**config.mk**
```make
export PLATFORM = sky130hd
export DESIGN_NAME = uart_rom_tx_flat
export DESIGN_NICKNAME = d
export VERILOG_FILES = /design/src/rtl/uart_rom_tx_if.sv /design/src/rtl/uart_rom_tx.sv /design/src/flat_wrapper.sv
export SDC_FILE = /design/constraint.sdc
export NUM_CORES = 1
export LEC_CHECK = 0
export CAP_MARGIN = 20
export CORE_MARGIN = 3
export CORE_UTILIZATION = 41
export CTS_CLUSTER_DIAMETER = 60
export CTS_CLUSTER_SIZE = 28
export DETAILED_ROUTE_END_ITERATION = 8
export SYNTH_ARGS = -nofsm -noshare
export SYNTH_HDL_FRONTEND = slang
export SYNTH_SLANG_ARGS = --single-unit
```
**constraint.sdc**
```tcl
create_clock -name CLOCK -period 2.55 [get_ports CLOCK]
set_input_delay 0.51 -clock CLOCK [delete_from_list [all_inputs] [get_ports CLOCK]]
set_output_delay 0.51 -clock CLOCK [all_outputs]
set_load 0.01 [all_outputs]
```
**src/rtl/uart_rom_tx_if.sv**
```systemverilog
// rtl/uart_rom_tx_if.sv - ROM-fetch / serial-line bundle for the UART ROM transmitter.
// master: transmitter side; slave: ROM, pin and requester side.
interface uart_rom_tx_if #(
    parameter int WIDTH = 8
);
    logic             start;
    logic [WIDTH-1:0] rom_data;
    logic [3:0]       rom_addr;
    logic             tx;
    logic             busy;
    logic             done;

    modport master (
        input  start,
        input  rom_data,
        output rom_addr,
        output tx,
        output busy,
        output done
    );

    modport slave (
        output start,
        output rom_data,
        input  rom_addr,
        input  tx,
        input  busy,
        input  done
    );
endinterface

```
**src/rtl/uart_rom_tx.sv**
```systemverilog
// rtl/uart_rom_tx.sv - walks ROM entries 0..MSG_LEN-1 and sends each low byte as a UART frame.
// Optional even parity bit between data and stop when UART_TX_PARITY_EN is defined.
module uart_rom_tx #(
    parameter int WIDTH        = 8,
    parameter int CLKS_PER_BIT = 434,
    parameter int MSG_LEN      = 16
) (
    input  logic          CLOCK,
    input  logic          RESET,
    uart_rom_tx_if.master bus
);
    localparam int CNT_W = (CLKS_PER_BIT > 1) ? $clog2(CLKS_PER_BIT) : 1;
    localparam logic [CNT_W-1:0] CNT_MAX   = CNT_W'(CLKS_PER_BIT - 1);
    localparam logic [3:0]       LAST_ADDR = 4'(MSG_LEN - 1);

    typedef enum logic [2:0] {
        S_IDLE,
        S_FETCH,
        S_LOAD,
        S_START,
        S_DATA,
`ifdef UART_TX_PARITY_EN
        S_PARITY,
`endif
        S_STOP
    } state_e;

    state_e           state_q, state_d;
    logic [CNT_W-1:0] cnt_q, cnt_d;
    logic [2:0]       bit_q, bit_d;
    logic [7:0]       shift_q, shift_d;
    logic             tx_q, tx_d;
    logic             busy_q, busy_d;
    logic             done_q, done_d;
    logic [3:0]       addr_q, addr_d;
`ifdef UART_TX_PARITY_EN
    logic             par_q, par_d;
`endif

    logic bit_end;
    logic in_bit_state;
    logic unused_rom_hi;

    assign bit_end       = (cnt_q == CNT_MAX);
    assign unused_rom_hi = ^bus.rom_data;

    always_ff @(posedge CLOCK) begin
        if (RESET) begin
            state_q <= S_IDLE;
            cnt_q   <= '0;
            bit_q   <= '0;
            shift_q <= '0;
            tx_q    <= 1'b1;
            busy_q  <= 1'b0;
            done_q  <= 1'b0;
            addr_q  <= '0;
`ifdef UART_TX_PARITY_EN
            par_q   <= 1'b0;
`endif
        end else begin
            state_q <= state_d;
            cnt_q   <= cnt_d;
            bit_q   <= bit_d;
            shift_q <= shift_d;
            tx_q    <= tx_d;
            busy_q  <= busy_d;
            done_q  <= done_d;
            addr_q  <= addr_d;
`ifdef UART_TX_PARITY_EN
            par_q   <= par_d;
`endif
        end
    end

    always_comb begin
        in_bit_state = 1'b0;
        case (state_q)
            S_START, S_DATA, S_STOP: in_bit_state = 1'b1;
`ifdef UART_TX_PARITY_EN
            S_PARITY:                in_bit_state = 1'b1;
`endif
            default:                 in_bit_state = 1'b0;
        endcase
    end

    // tx_d always carries the level for the next cycle, so tx is a pure flop output.
    always_comb begin
        state_d = state_q;
        bit_d   = bit_q;
        shift_d = shift_q;
        tx_d    = tx_q;
        busy_d  = busy_q;
        done_d  = 1'b0;
        addr_d  = addr_q;
`ifdef UART_TX_PARITY_EN
        par_d   = par_q;
`endif
        if (in_bit_state && !bit_end) begin
            cnt_d = cnt_q + CNT_W'(1);
        end else begin
            cnt_d = '0;
        end

        case (state_q)
            S_IDLE: begin
                tx_d = 1'b1;
                if (bus.start) begin
                    state_d = S_FETCH;
                    busy_d  = 1'b1;
                end
            end
            S_FETCH: begin
                state_d = S_LOAD;
            end
            S_LOAD: begin
                shift_d = bus.rom_data[7:0];
`ifdef UART_TX_PARITY_EN
                par_d   = ^bus.rom_data[7:0];
`endif
                tx_d    = 1'b0;
                state_d = S_START;
            end
            S_START: begin
                if (bit_end) begin
                    tx_d    = shift_q[0];
                    bit_d   = 3'd0;
                    state_d = S_DATA;
                end
            end
            S_DATA: begin
                if (bit_end) begin
                    shift_d = {1'b0, shift_q[7:1]};
                    if (bit_q == 3'd7) begin
`ifdef UART_TX_PARITY_EN
                        tx_d    = par_q;
                        state_d = S_PARITY;
`else
                        tx_d    = 1'b1;
                        state_d = S_STOP;
`endif
                    end else begin
                        bit_d = bit_q + 3'd1;
                        tx_d  = shift_q[1];
                    end
                end
            end
`ifdef UART_TX_PARITY_EN
            S_PARITY: begin
                if (bit_end) begin
                    tx_d    = 1'b1;
                    state_d = S_STOP;
                end
            end
`endif
            S_STOP: begin
                if (bit_end) begin
                    if (addr_q == LAST_ADDR) begin
                        addr_d  = 4'd0;
                        done_d  = 1'b1;
                        busy_d  = 1'b0;
                        state_d = S_IDLE;
                    end else begin
                        addr_d  = addr_q + 4'd1;
                        state_d = S_FETCH;
                    end
                end
            end
            default: begin
                tx_d    = 1'b1;
                state_d = S_IDLE;
            end
        endcase
    end

    assign bus.tx       = tx_q;
    assign bus.busy     = busy_q;
    assign bus.done     = done_q;
    assign bus.rom_addr = addr_q;
endmodule

```
**src/flat_wrapper.sv**
```systemverilog
// flat-port wrapper written by rule: the top's interface ports become plain ports
module uart_rom_tx_flat 
#(
    parameter int WIDTH        = 8,
    parameter int CLKS_PER_BIT = 434,
    parameter int MSG_LEN      = 16
)
  (CLOCK, RESET, bus_start, bus_rom_data, bus_rom_addr, bus_tx, bus_busy, bus_done);
  uart_rom_tx_if #(.WIDTH(WIDTH)) bus_i ();
  input  logic CLOCK;
  input  logic RESET;
  input wire logic [$bits(bus_i.start)-1:0] bus_start;
  input wire logic [$bits(bus_i.rom_data)-1:0] bus_rom_data;
  output wire logic [$bits(bus_i.rom_addr)-1:0] bus_rom_addr;
  output wire logic [$bits(bus_i.tx)-1:0] bus_tx;
  output wire logic [$bits(bus_i.busy)-1:0] bus_busy;
  output wire logic [$bits(bus_i.done)-1:0] bus_done;
  assign bus_i.start = bus_start;
  assign bus_i.rom_data = bus_rom_data;
  assign bus_rom_addr = bus_i.rom_addr;
  assign bus_tx = bus_i.tx;
  assign bus_busy = bus_i.busy;
  assign bus_done = bus_i.done;
  uart_rom_tx #(.WIDTH(WIDTH), .CLKS_PER_BIT(CLKS_PER_BIT), .MSG_LEN(MSG_LEN)) u_core (.CLOCK(CLOCK), .RESET(RESET), .bus(bus_i));
endmodule
```
# --- Yosys cells after proc, flatten, opt, wreduce, memory -nomap -nowiden ---
# Index checks and enable logic that the tools add are counted.
word_totals:
  register_bits: 30
  inputBits: 11
  output_inout_bits: 7
  wordCells: 70
op_classes:
  addsub: 3
  n_eq_ne: 15
  n_mux: 24
  n_bitwise: 4
  reduce_logical: 16
ops:
  columns: ["op", "n"]
  rows:
  - ["two-way mux 3 bit", 8]
  - ["one-hot mux 3 bit (6 select lines)", 1]
  - ["one-hot mux 8 bit (2 select lines)", 1]
  - ["!= test 2 x 1 -> 1 bit, second input constant", 5]
  - ["adder 9 x 1 -> 9 bit, second input constant", 1]
  - ["equality test 3 bit, second input constant", 3]
  - ["equality test 9 bit, second input constant", 1]
  - ["two-way mux 1 bit", 9]
  - ["two-way mux 8 bit", 1]
  - ["AND reduction 4 bit", 2]
  - ["equality test 3 x 2 -> 1 bit, second input constant", 2]
  - ["one-hot mux 3 bit (2 select lines)", 1]
  - ["nonzero test 2 bit", 3]
  - ["OR reduction 3 bit", 2]
  - ["AND reduction 5 bit", 1]
  - ["adder 4 x 1 -> 4 bit, second input constant", 1]
  - ["equality test 4 bit, second input constant", 1]
  - ["two-way mux 4 bit", 1]
  - ["!= test 2 bit, second input constant", 2]
  - ["NOT 1 bit", 4]
  - ["one-hot mux 1 bit (4 select lines)", 1]
  - ["AND reduction 2 bit", 2]
  - ["OR reduction 2 bit", 2]
  - ["adder 3 x 1 -> 3 bit, second input constant", 1]
  - ["6 further kinds", 6]

# --- Logic depth before layout (Yosys ltp) ---
depth:
  depth_word: 6
  mapped_depth: 9
  depth_no_buf: 6

# --- Least setup slack after synthesis ---
# No wires, ideal clock.
synth_path:
  kind: "register to register"
  from: "register u_core.cnt_q[1]"
  to: "register u_core.cnt_q[2]"
  setup_time_ns: 0.064
  arrival_time_ns: 1.696
  required_time_ns: 2.486
  slack_ns: 0.790
  stages_incl_launch_ff: 10
  path_buffers: 3
  synth_period_minus_slack_ns: 1.760
  path_cell_list: "dfxtp_1 > inv_1 > ha_1 > and4_4 > buf_6 > and2_1 > buf_6 > or3_1 > buf_6 > nor2_1"
synth_between:
  elab_chain_len: 5
  elab_cells_between_ends: 6
  classes_between: "1 x add/sub; 1 x eq/ne; 1 x bitwise; 3 x reduce/logical"
synth_rtl:
  columns: ["item", "line", "rtl"]
  rows:
  - ["start: declaration", "uart_rom_tx.sv:29", "logic [CNT_W-1:0] cnt_q, cnt_d;"]
  - ["start signal: assignment", "uart_rom_tx.sv:62", "cnt_q <= cnt_d;"]
  - ["parallel branches: the longest is 5 deep, another holds adder 9 x 1 -> 9 bit", null, null]
# Parallel ways; which one is timed is not known.
# A chain may end at the register's enable or synchronous reset.

# --- Worst setup path after layout ---
layout_path:
  from: "register u_core.bit_q[0]"
  to: "register u_core.bit_q[2]"
layout_between:
  elab_chain_len: 4
  elab_cells_between_ends: 7
  classes_between: "1 x add/sub; 2 x eq/ne; 3 x mux; 1 x reduce/logical"
layout_rtl:
  columns: ["item", "line", "rtl"]
  rows:
  - ["start: declaration", "uart_rom_tx.sv:30", "logic [2:0] bit_q, bit_d;"]
  - ["start signal: assignment", "uart_rom_tx.sv:63", "bit_q <= bit_d;"]
  - ["adder 3 x 1 -> 3 bit", "uart_rom_tx.sv:142", "bit_d = bit_q + 3'd1;"]
  - ["two-way mux 3 bit", "uart_rom_tx.sv:133", "if (bit_q == 3'd7) begin"]
  - ["two-way mux 3 bit", "uart_rom_tx.sv:131", "if (bit_end) begin"]
  - ["one-hot mux 3 bit (2 select lines)", "uart_rom_tx.sv:104", "case (state_q)"]
# Parallel ways exist; a longest one is shown, timed or not. The select of a mux whose other input is x is not followed.

==> impl_metrics.json <==
{
  "status": "finished, final reports clean",
  "synthMuxAreaShare": 0.120,
  "hold_path_class": "reg -> reg",
  "synth_xor_area_frac": 0.0466,
  "fin_crit_ns": 1.93,
  "synth_top_family_by_area": "simple AND/OR/NAND/NOR gates",
  "gp_congestion": 0.809,
  "grt_max_degree": 22,
  "drv_slew": 0,
  "worstPathMaxFanout": 4,
  "synth-async-reset-ratio": 0,
  "max-clock-path-buffers": 2,
  "cts.htree.levels": 2,
  "synth_common_cells": "30 x dfxtp_1, 27 x nor2_1, 9 x mux2i_1",
  "crit_path_start_kind": "flip-flop",
  "layout-drive-gt1-share": 0.129,
  "core_um2": 3440,
  "cts_inserted_buffers": 5,
  "die-area_um2": 4430,
  "grt_pass1_wl_um": 4960,
  "critPathArrivalTime_ns": 2.11,
  "cts_resized": 0,
  "synth-main-ff-cell": "dfxtp_1",
  "worstRegToRegCells": 6,
  "hold_viol": 0,
  "ys_types": 42,
  "via_per_inst": 5.29,
  "die_w_um": 66.6,
  "synth-compound-area-share": 0.112,
  "yosys.area_share.adder": 0.0416,
  "fmaxAchievable_mhz": 517,
  "yosysMostFrequentCell": "dfxtp_1",
  "initial_core_util": 0.437,
  "post-route-period-util": 0.759,
  "layout.nets": 193,
  "antenna_cells": 0,
  "io_buffers": 17,
  "vias": 1186,
  "worst-setup-path-type": "reg -> reg",
  "antenna_found_initial": 0,
  "setup_viol": 0,
  "syn_to_final_growth_pct": 18.8,
  "r2r_start": "u_core.bit_q[0]$_SDFFE_PP0P_",
  "synthesis.instances": 158,
  "grt_pass1_vias": 1110,
  "drt_iter0_markers": 69,
  "multi_input_area_um2": 827,
  "hold_path.startpoint": "u_core.cnt_q[0]$_SDFF_PP0_",
  "yosysTopAreaCell": "dfxtp_1",
  "regArea_um2": 601,
  "drc": 0,
  "cts_root_buf": "clkbuf_8",
  "ys_seq_elements": 30,
  "whs_endpoint": "u_core.cnt_q[0]$_SDFF_PP0_",
  "wl_per_cell_um": 12.6,
  "setup_ws_ns": 0.616,
  "whs_path_depth": 1,
  "max-slew-margin-rel": 0.559,
  "holdWs_ns": 0.481,
  "synth.top_cell.area_share": 0.399,
  "setup_tns_ns": 0,
  "grt_overflow_total": 0,
  "worst-endpoint-required_ns": 2.73,
  "first_pass_iters": 4,
  "ant_nets": 0,
  "p_total_uw": 969,
  "utilization": 0.519,
  "clk_pin_slew_ns": 0.07,
  "cts_tree": "built",
  "drv_cap": 0,
  "rsz0062_at_grt": "no",
  "clk_latency_ns": 0.29,
  "wirelength_um": 2820,
  "worst_pin_slew_ns": 0.652,
  "groute.usage.overall": 0.149,
  "syn_area_um2": 1510,
  "regToRegSetupSlack_ns": 0.62,
  "rows": 21,
  "yosysSeqAreaShare": 0.399,
  "r2r_end": "u_core.bit_q[2]$_SDFFE_PP0P_",
  "hold_buffers": 0,
  "p_per_area_nw_per_um2": 542,
  "chipHeight_um": 66.6,
  "dp_slack_ns": 0.644,
  "post-cts-setup-buffer-count": 0,
  "crit_path_end_kind": "flip-flop",
  "yosys_warnings": 0,
  "leakage_uw": 0.000686,
  "synth_nets": 174,
  "ir_worst_vdd_mv": 0.302,
  "postSynthAreaPerCell_um2": 9.53,
  "netlist_top_cells_area": "dfxtp_1 40%, nor2_1 6.7%, mux2i_1 6.0%, mux2_2 6.0%, ha_1 4.2%",
  "ios": 18,
  "synth_edf_count": 0,
  "synth-simple-area-share": 0.229,
  "fill_cells": 337,
  "skew_ns": 0.0113,
  "clock-sinks": 30,
  "dp_hpwl_um": 2000
}
## power breakdown
part	leakage, µW	switching, µW	internal (µW)
clock network	0.0000482	175	217
logic	0.000395	36.3	46.5
registers	0.000243	11.9	482
total	0.000686	223	745
## worst max-delay path, cell delays in order (launching register included)
cell and delay, ns:
dfxtp_1 0.32, ha_1 0.20, ha_1 0.22, nor4b_1 0.55, o211ai_1 0.26, a32oi_1 0.20, nor2_1 0.06
## cells in the final DEF (no fill, tap or decap), types with 2 or more instances in the layout
master and n:
a21oi_1 5, a31oi_1 3, a32oi_1 3, and3b_1 2
buf_4 3, clkbuf_8 6, clkdlybuf4s50_1 17, dfxtp_1 30
ha_1 5, inv_1 5, mux2_2 8, mux2i_1 9
nand2_1 4, nand2b_1 2, nand3_1 6, nand4_1 2
nor2_1 27, nor2b_1 2, nor3_1 3, nor4b_1 2
o21ai_0 4, or3_1 3, xnor2_1 6, xor2_1 2
## cells by family (layout without fill, tap and decap cells)
logic type	Yosys count	count (layout)
AND/OR/NAND/NOR	61	61
flip-flops	30	30
adder cells (fa/ha/maj)	5	5
buffers and inverters	13	33
AO/OA/AOI/OAI	24	24
multiplexers	17	17
XOR/XNOR	8	8
## layer usage
layer  up-vias  wire [µm]  GRT usage
li1        601          -          -
met1       557       1360      0.179
met4         0         61     0.0761
met5         -          0          0
met2        23       1240      0.229
met3         5        153     0.0573
## stage by stage
step           instance area [µm²]  instances
2_1_floorplan                 1510        158
3_3_place_gp                  1700        216
3_5_place_dp                  1700        216
4_1_cts                       1790        224
5_1_grt                       1790        224
6_report                      1790        224
## how the worst max path moves through the flow
stage | from | endpoint | slack, ns | depth (start not counted)
3_3_place_gp | u_core.state_q[0]$_SDFFE_PP0P_ | u_core.shift_q[5]$_SDFFE_PP0P_ | 0.71 | 5
5_1_grt | u_core.bit_q[0]$_SDFFE_PP0P_ | u_core.bit_q[2]$_SDFFE_PP0P_ | 0.48 | 6
2_1_floorplan | u_core.cnt_q[1]$_SDFF_PP0_ | u_core.cnt_q[2]$_SDFF_PP0_ | 0.79 | 9
4_1_cts | u_core.bit_q[0]$_SDFFE_PP0P_ | u_core.bit_q[2]$_SDFFE_PP0P_ | 0.64 | 6
3_5_place_dp | u_core.bit_q[0]$_SDFFE_PP0P_ | u_core.bit_q[2]$_SDFFE_PP0P_ | 0.64 | 6
6_report | u_core.bit_q[0]$_SDFFE_PP0P_ | u_core.bit_q[2]$_SDFFE_PP0P_ | 0.62 | 6
## sequential cells by signal, indices dropped and copies added, names as in the netlist
| signal | flops |
|---|---|
| u_core.bit_q | 3 |
| u_core.bus.busy | 1 |
| u_core.bus.done | 1 |
| u_core.bus.rom_addr | 4 |
| u_core.bus.tx | 1 |
| u_core.cnt_q | 9 |
| u_core.shift_q | 8 |
| u_core.state_q | 3 |
## cell type report
cell class,instances,share of cell area
multi-input combinational,115,0.463
sequential,30,0.336
timing repair buffer,20,0.108
clock buffer,7,0.0483
tap,46,0.0322
inverter,5,0.0105
clock inverter,1,0.00280
Note: power is estimated with default switching activity, not from simulation.
